--- src/rtl/serial_add.sv ---
// Bit-serial adder: LSB-first through one full-adder cell and a carry flop, valid/ready on both
// sides. Optional subtract mode when SERIAL_ADD_SUB_EN is defined (adds input port sub).
module serial_add #(
  parameter int unsigned WIDTH = 8
) (
  input  logic             clk,
  input  logic             rst,
  input  logic             in_valid,
  output logic             in_ready,
  input  logic [WIDTH-1:0] a,
  input  logic [WIDTH-1:0] b,
`ifdef SERIAL_ADD_SUB_EN
  input  logic             sub,
`endif
  output logic             out_valid,
  input  logic             out_ready,
  output logic [WIDTH-1:0] sum,
  output logic             carry
);

  localparam int unsigned CntW = $clog2(WIDTH + 1);

  typedef enum logic [1:0] {StIdle, StShift, StDone} state_e;

  state_e state_q, state_d;

  logic [WIDTH-1:0] a_sh_q, b_sh_q, res_q, res_next, b_cap;
  logic [WIDTH-1:0] sum_q;
  logic [CntW-1:0]  cnt_q;
  logic             c_q, carry_q;
  logic             accept, last, s_bit, c_next, sub_en;

`ifdef SERIAL_ADD_SUB_EN
  assign sub_en = sub;
`else
  assign sub_en = 1'b0;
`endif

  // Subtract is a + ~b + 1: invert b on capture and preset the carry flop.
  assign b_cap    = sub_en ? ~b : b;
  assign accept   = in_valid && (state_q == StIdle);
  assign last     = (state_q == StShift) && (cnt_q == CntW'(WIDTH - 1));
  assign s_bit    = a_sh_q[0] ^ b_sh_q[0] ^ c_q;
  assign c_next   = (a_sh_q[0] & b_sh_q[0]) | (a_sh_q[0] & c_q) | (b_sh_q[0] & c_q);
  // Shift-based form stays legal for WIDTH=1, where a slice would collapse.
  assign res_next = (res_q >> 1) | (WIDTH'(s_bit) << (WIDTH - 1));

  always_ff @(posedge clk) begin
    if (rst) begin
      state_q <= StIdle;
    end else begin
      state_q <= state_d;
    end
  end

  always_comb begin
    state_d = state_q;
    unique case (state_q)
      StIdle:  if (in_valid) state_d = StShift;
      StShift: if (last) state_d = StDone;
      StDone:  if (out_ready) state_d = StIdle;
      default: state_d = StIdle;
    endcase
  end

  always_comb begin
    in_ready  = (state_q == StIdle);
    out_valid = (state_q == StDone);
  end

  always_ff @(posedge clk) begin
    if (rst) begin
      a_sh_q  <= '0;
      b_sh_q  <= '0;
      res_q   <= '0;
      c_q     <= 1'b0;
      cnt_q   <= '0;
      sum_q   <= '0;
      carry_q <= 1'b0;
    end else if (accept) begin
      a_sh_q <= a;
      b_sh_q <= b_cap;
      res_q  <= '0;
      c_q    <= sub_en;
      cnt_q  <= '0;
    end else if (state_q == StShift) begin
      a_sh_q <= a_sh_q >> 1;
      b_sh_q <= b_sh_q >> 1;
      res_q  <= res_next;
      c_q    <= c_next;
      cnt_q  <= cnt_q + 1'b1;
      if (last) begin
        sum_q   <= res_next;
        carry_q <= c_next;
      end
    end
  end

  assign sum   = sum_q;
  assign carry = carry_q;

endmodule

--- config.mk ---
export PLATFORM = sky130hd
export DESIGN_NAME = serial_add
export DESIGN_NICKNAME = d
export VERILOG_FILES = /design/src/rtl/serial_add.sv
export SDC_FILE = /design/constraint.sdc
export NUM_CORES = 1
export LEC_CHECK = 0
export CAP_MARGIN = 25
export CELL_PAD_IN_SITES_DETAIL_PLACEMENT = 2
export CELL_PAD_IN_SITES_GLOBAL_PLACEMENT = 2
export CORE_ASPECT_RATIO = 1.4
export CORE_MARGIN = 2
export CORE_UTILIZATION = 30
export DETAILED_ROUTE_END_ITERATION = 10
export GPL_TIMING_DRIVEN = 0
export PLACE_DENSITY = 0.74
export SYNTH_ARGS = -nofsm -noshare
export SYNTH_HDL_FRONTEND = slang
export SYNTH_SLANG_ARGS = --single-unit
--- constraint.sdc ---
create_clock -name clk -period 1.62 [get_ports clk]
set_clock_uncertainty 0.1 [all_clocks]
set_input_delay 0.405 -clock clk [delete_from_list [all_inputs] [get_ports clk]]
set_output_delay 0.405 -clock clk [all_outputs]
set_load 0.01 [all_outputs]
==> results of run 1 <==
==> worst min-delay path by stage <==
stage | to | slack, ps
4_1_cts | res_q[1]$_SDFFE_PP0N_ | 370
3_3_place_gp | res_q[1]$_SDFFE_PP0N_ | 350
5_1_grt | a_sh_q[1]$_SDFFE_PP0P_ | 390
6_report | res_q[1]$_SDFFE_PP0N_ | 370
2_1_floorplan | res_q[1]$_SDFFE_PP0N_ | 340
3_5_place_dp | res_q[1]$_SDFFE_PP0N_ | 360
==> cells in the mapped netlist (2+ instances only) <==
cell	instances	area [um^2]
dfxtp_1	39	781
a21bo_2	9	90.1
buf_2	7	35.0
nand2_1	31	116
o221a_2	2	22.5
buf_4	5	37.5
nor2_1	20	75.1
inv_1	3	11.3
clkbuf_1	4	15.0
nand2b_1	5	31.3
nor2b_1	2	12.5
a211oi_1	9	67.6
nor3_1	2	10.0
nand3_1	12	60.1
a21oi_1	37	185
==> critical path, stage by stage, from the launching register on <==
cell and delay [ps]:
dfxtp_4 380, buf_6 120, nor2b_4 140, buf_2 130
==> cells by family (layout without fill, tap and decap cells) <==
| kind of cell | after synthesis | in the layout |
|---|---|---|
| compound gates | 61 | 61 |
| xor+xnor | 2 | 2 |
| fa+ha+maj | 2 | 2 |
| buf+inv | 21 | 59 |
| flops | 39 | 39 |
| simple gates | 79 | 79 |
==> stage by stage <==
| step | setup TNS (ps) | setup WS, ps | std cells | total power, W | hold WS, ps |
|---|---|---|---|---|---|
| CTS | 0 | 10.3 | 308 | 0.00203 | 372 |
| global route | 0 | 1.81 | 310 | 0.00210 | 391 |
| global placement | -1110 | -282 | 300 | 0.00129 | 352 |
| detailed placement | -1350 | -296 | 300 | 0.00130 | 359 |
| finish | 0 | 53.5 | 310 | 0.00201 | 366 |
| floorplan | 0 | 174 | 204 | 0.00119 | 337 |
==> layout make-up <==
cell class / count / area [um^2]
Fill cell: 654 / 3320
Timing Repair Buffer: 30 / 274
Multi-Input combinational cell: 144 / 830
Buffer: 18 / 118
Sequential cell: 39 / 788
Tap cell: 68 / 85.1
Clock buffer: 8 / 100
Inverter: 3 / 11.3
==> state kept, by name (all words and copies together) (netlist names) <==
| signal | count |
|---|---|
| sum | 8 |
| state_q | 2 |
| c_q | 1 |
| b_sh_q | 8 |
| cnt_q | 4 |
| res_q | 7 |
| a_sh_q | 8 |
| carry | 1 |
==> layer usage <==
layer	share of wire, %	GRT usage, %	wire (um)	vias up
li1	-	-	-	772
met1	41	19.5	2050	779
met2	56	32.5	2800	25
met3	2.5	3.97	128	4
met4	1.1	5.00	55	0
met5	0	0	0	-
==> timing repair <==
| action | CTS | global route |
|---|---|---|
| endpoints found under the setup margin | 20 | 10 |
| resized for setup | 29 | 2 |
| hold buffers | 0 | 0 |
| hold endpoints to repair | 0 | 0 |
| buffers inserted | 0 | 2 |
==> power groups by stage <==
stage               sequential, W  combinational [W]  clock, W
finish                    0.00102           0.000250  0.000731
detailed placement        0.00105           0.000253         0
floorplan                 0.00104           0.000156         0
global placement          0.00105           0.000248         0
CTS                       0.00103           0.000257  0.000746
global route              0.00103           0.000282  0.000791
==> impl_metrics.json, run 1 <==
{
  "grtUsageTotal_pct": 17.7,
  "syn_to_final_growth_pct": 28.5,
  "synthArstFlopShare_pct": 0,
  "rr_startpoint": "cnt_q[0]$_SDFFE_PP0N_",
  "p_comb_share_pct": 12.5,
  "cts_tree": "built",
  "postSynthCellCount": 204,
  "cp-startpoint": "state_q[1]$_SDFFE_PP0P_",
  "dr.first_iter.drc_count": 49,
  "dpl_cell_area_mm2": 0.00208,
  "cp.arrival_ps": 1060,
  "syn_area_mm2": 0.00172,
  "period_needed_ps": 1570,
  "worstRegToRegCells": 5,
  "avgSynthCellArea_um2": 8.41,
  "avgViaCountPerCell": 5.10,
  "fmax_mhz": 638,
  "start_util_pct": 31.1,
  "synth_flop_cell": "dfxtp_1",
  "final.period_utilization_pct": 96.7,
  "drtAntennaViolNets": 0,
  "internal_power_w": 0.00150,
  "antenna_found_initial": 0,
  "synth_edf_count": 0,
  "drt-wirelength-per-cell_um": 16.2,
  "relSlewSlack_pct": 66.5,
  "hold_class": "register to register",
  "cp_max_fo": 8,
  "first_pass_iters": 4,
  "synth_compound_area_share_pct": 23.5,
  "synth_top_family_by_area": "compound AO/OA/AOI/OAI gates",
  "setup_viol": 0,
  "p_sw_share_pct": 25.2,
  "clkTransAtPathRegs_ps": 80,
  "ys_seq_area_share_pct": 45.5,
  "place_congestion": 0.714,
  "drv_slew": 0,
  "coreArea_mm2": 0.00553,
  "syn_nets": 226,
  "yosys_warnings": 0,
  "min_path_cells": 2,
  "max_cap_viol_count": 0,
  "final_cell_mix": "a21oi_1, dfxtp_1, nand2_1, nor2_1, clkdlybuf4s50_1",
  "critPathKind": "register to output pin",
  "power_frac_seq_pct": 51.1,
  "worstSetupEndpointType": "output pin",
  "overflow": 0,
  "cp_data_required_time_ps": 1110,
  "numPortBuffers": 28,
  "clockBufferDepth": 2,
  "htreeDepth": 2,
  "final_area_mm2": 0.00221,
  "row_count": 32,
  "netlist-cell-type-count": 32,
  "reg2reg_to": "sum[1]$_SDFFE_PP0P_",
  "cp-start-kind": "register",
  "synthAdderAreaFrac_pct": 1.90,
  "grt_max_degree": 12,
  "ir_drop_mv": 0.557,
  "cts_sinks": 39,
  "clock_latency_ps": 290,
  "tightest_slew_ps": 502,
  "utilization_pct": 39.9,
  "nNetsFinal": 263,
  "fp.dieW_um": 67.9,
  "drive_gt1_share_pct": 18.6,
  "dieArea_mm2": 0.00635,
  "clkPwrFrac_pct": 36.5,
  "grt_pass1_wl_um": 8380,
  "hold_viol": 0,
  "grt_pass1_vias": 1690,
  "diodes": 0,
  "p_leak_nw": 0.861,
  "muxShareOfSynthArea_pct": 0,
  "reg2reg_slack_ps": 140,
  "holdCritStartpoint": "res_q[1]$_SDFFE_PP0N_",
  "synth-xor-area-share_pct": 1.02,
  "cts_buffers": 5,
  "cp-endpoint": "out_valid",
  "num_vias": 1580,
  "io_pins": 31,
  "outcome": "completed",
  "synthSimpleGateAreaFrac_pct": 21.5,
  "rsz0062_at_grt": "no",
  "power.switching_w": 0.000505,
  "ys_seq_elements": 39,
  "p_per_area_mw_per_mm2": 909,
  "place_hpwl_um": 3630,
  "die_h_um": 93.5,
  "drcViolationCount": 0,
  "routed_wl_um": 5040,
  "cts_root_buf": "clkbuf_8"
}
No activity file was read; power rests on OpenSTA's default activity.
==> inputs of run 2 (changes only) <==
RECOVER_POWER = 100   (was not set)
==> impl_metrics.json, run 2 (synthesized netlist as in run 1, its figures left out) <==
{
  "outcome": "completed",
  "first_pass_iters": 4,
  "grt_max_degree": 12,
  "dp_cells": 300,
  "slowest_delay_ps": 380,
  "clock_latency_ps": 290,
  "max_cap_viol_count": 0,
  "cp-start-kind": "register",
  "fin_ws_ps": 55.8,
  "cp_max_fo": 8,
  "grt_pass1_vias": 1690,
  "hold_viol": 0,
  "nNetsFinal": 263,
  "path_delay_family": "flip-flops",
  "start_util_pct": 31.1,
  "grtUsageTotal_pct": 17.7,
  "dieArea_mm2": 0.00635,
  "routed_wl_um": 5030,
  "die_h_um": 93.5,
  "cts_sinks": 39,
  "num_vias": 1578,
  "avgViaCountPerCell": 5.09,
  "clockBufferDepth": 2,
  "cts_tree": "built",
  "critPathKind": "register to output pin",
  "cts_root_buf": "clkbuf_8",
  "cp.arrival_ps": 1060,
  "cts_buffers": 5,
  "fp.dieW_um": 67.9,
  "coreArea_mm2": 0.00553,
  "setup_viol": 0,
  "use_met1_pct": 19.5,
  "crit_slowest_cell": "dfxtp_4",
  "cp_data_required_time_ps": 1110,
  "ir_drop_mv": 0.553,
  "numPortBuffers": 28,
  "drcViolationCount": 0,
  "tightest_slew_ps": 496,
  "finalNonFillerCells": 310,
  "whs_ps": 366,
  "hold_class": "register to register",
  "use_met2_pct": 32.5,
  "worstSetupEndpointType": "output pin",
  "grt_pass1_wl_um": 8380,
  "rsz0062_at_grt": "no",
  "antenna_found_initial": 0,
  "relSlewSlack_pct": 66.9,
  "diodes": 0,
  "crit_chain": "buf_6 -> nor2b_4 -> buf_2",
  "final_cell_mix": "a21oi_1, dfxtp_1, nand2_1, nor2_1, clkdlybuf4s50_1",
  "overflow": 0,
  "row_count": 32,
  "clkTransAtPathRegs_ps": 80,
  "drive_gt1_share_pct": 17.8,
  "use_met3_pct": 3.97,
  "p_leak_nw": 0.860,
  "n_fill_cell": 656,
  "final.period_utilization_pct": 96.6,
  "dr.first_iter.drc_count": 47,
  "drt-wirelength-per-cell_um": 16.2,
  "preCtsSetupSlack_ps": -296,
  "fmax_mhz": 639,
  "drv_slew": 0,
  "busiest_layer": "met2",
  "place_congestion": 0.714,
  "htreeDepth": 2,
  "io_pins": 31,
  "critical_path_buf_inv_count": 2,
  "drtAntennaViolNets": 0,
  "place_hpwl_um": 3630,
  "period_needed_ps": 1560,
  "p_per_area_mw_per_mm2": 910,
  "syn_to_final_growth_pct": 28.0
}
-- run 2: cell count changes in the layout (fill, tap and decap cells not counted) --
cell,previous run,this run
buf_2,9,6
clkbuf_2,0,3
a311oi_1,0,1
a311oi_2,1,0
clkdlybuf4s50_1,17,16
dlygate4sd3_1,0,1
or3b_1,1,2
or3b_4,1,0
-- run 2: through the flow --
stage | util, % | TNS (ps) | power (W) | cell area, um^2
4_1_cts | 39.7 | 0 | 0.00203 | 2190
3_5_place_dp | 37.7 | -1350 | 0.00130 | 2080
3_3_place_gp | 37.7 | -1110 | 0.00129 | 2080
2_1_floorplan | - | 0 | 0.00119 | 1720
5_1_grt | 39.8 | 0 | 0.00210 | 2200
6_report | 39.8 | 0 | 0.00200 | 2200
-- run 2: layer usage --
layer  share of wire [%]  vias to the layer above
met4                 1.1                        0
met1                  41                      779
li1                    -                      770
met3                 2.5                        4
met2                  56                       25
met5                   0                        -
-- run 2: path summary, 6_finish.rpt --
kind / from / end / slack (ps) / cells after the start
worst min-delay path: res_q[1]$_SDFFE_PP0N_ / res_q[1]$_SDFFE_PP0N_ / 370 / 2
worst max-delay path: state_q[1]$_SDFFE_PP0P_ / out_valid / 60 / 3
worst min register to register: res_q[1]$_SDFFE_PP0N_ / res_q[1]$_SDFFE_PP0N_ / 370 / 2
worst max register to register: state_q[0]$_SDFFE_PP0P_ / cnt_q[0]$_SDFFE_PP0N_ / 80 / 4
-- run 2: final cells by class --
class / instances / area, um^2 / share of cell area, %
plain buffers: 18 / 118 / 5.35
clock buffers: 8 / 100 / 4.56
inverters: 3 / 11.3 / 0.513
multi-input cells: 144 / 821 / 37.4
flip-flops and latches: 39 / 788 / 35.9
well taps: 68 / 85.1 / 3.87
repair buffers: 30 / 274 / 12.5
-- run 2: tightest hold or removal path: stages, from the launching register on --
cell and delay (ps):
dfxtp_1 320, nand2_1 50, a21oi_1 50
-- run 2: power breakdown --
part           internal (W)  total [W]  switching [W]
Clock              0.000389   0.000730       0.000341
Sequential         0.000995    0.00102      0.0000291
Combinational      0.000113   0.000246       0.000133
Total               0.00150    0.00200       0.000503
-- run 2: repair_timing --
action	in CTS	in global routing
endpoints found under the setup margin	20	10
hold buffers	0	0
pin swaps	0	0
cloned	0	0
gates resized for setup	29	2
setup buffers	0	2
==> inputs of run 3 (changes only) <==
ABC_AREA = 0   (was not set)
==> results of run 3 <==
No change in the layout: final DEF, timing and power equal those of run 2.
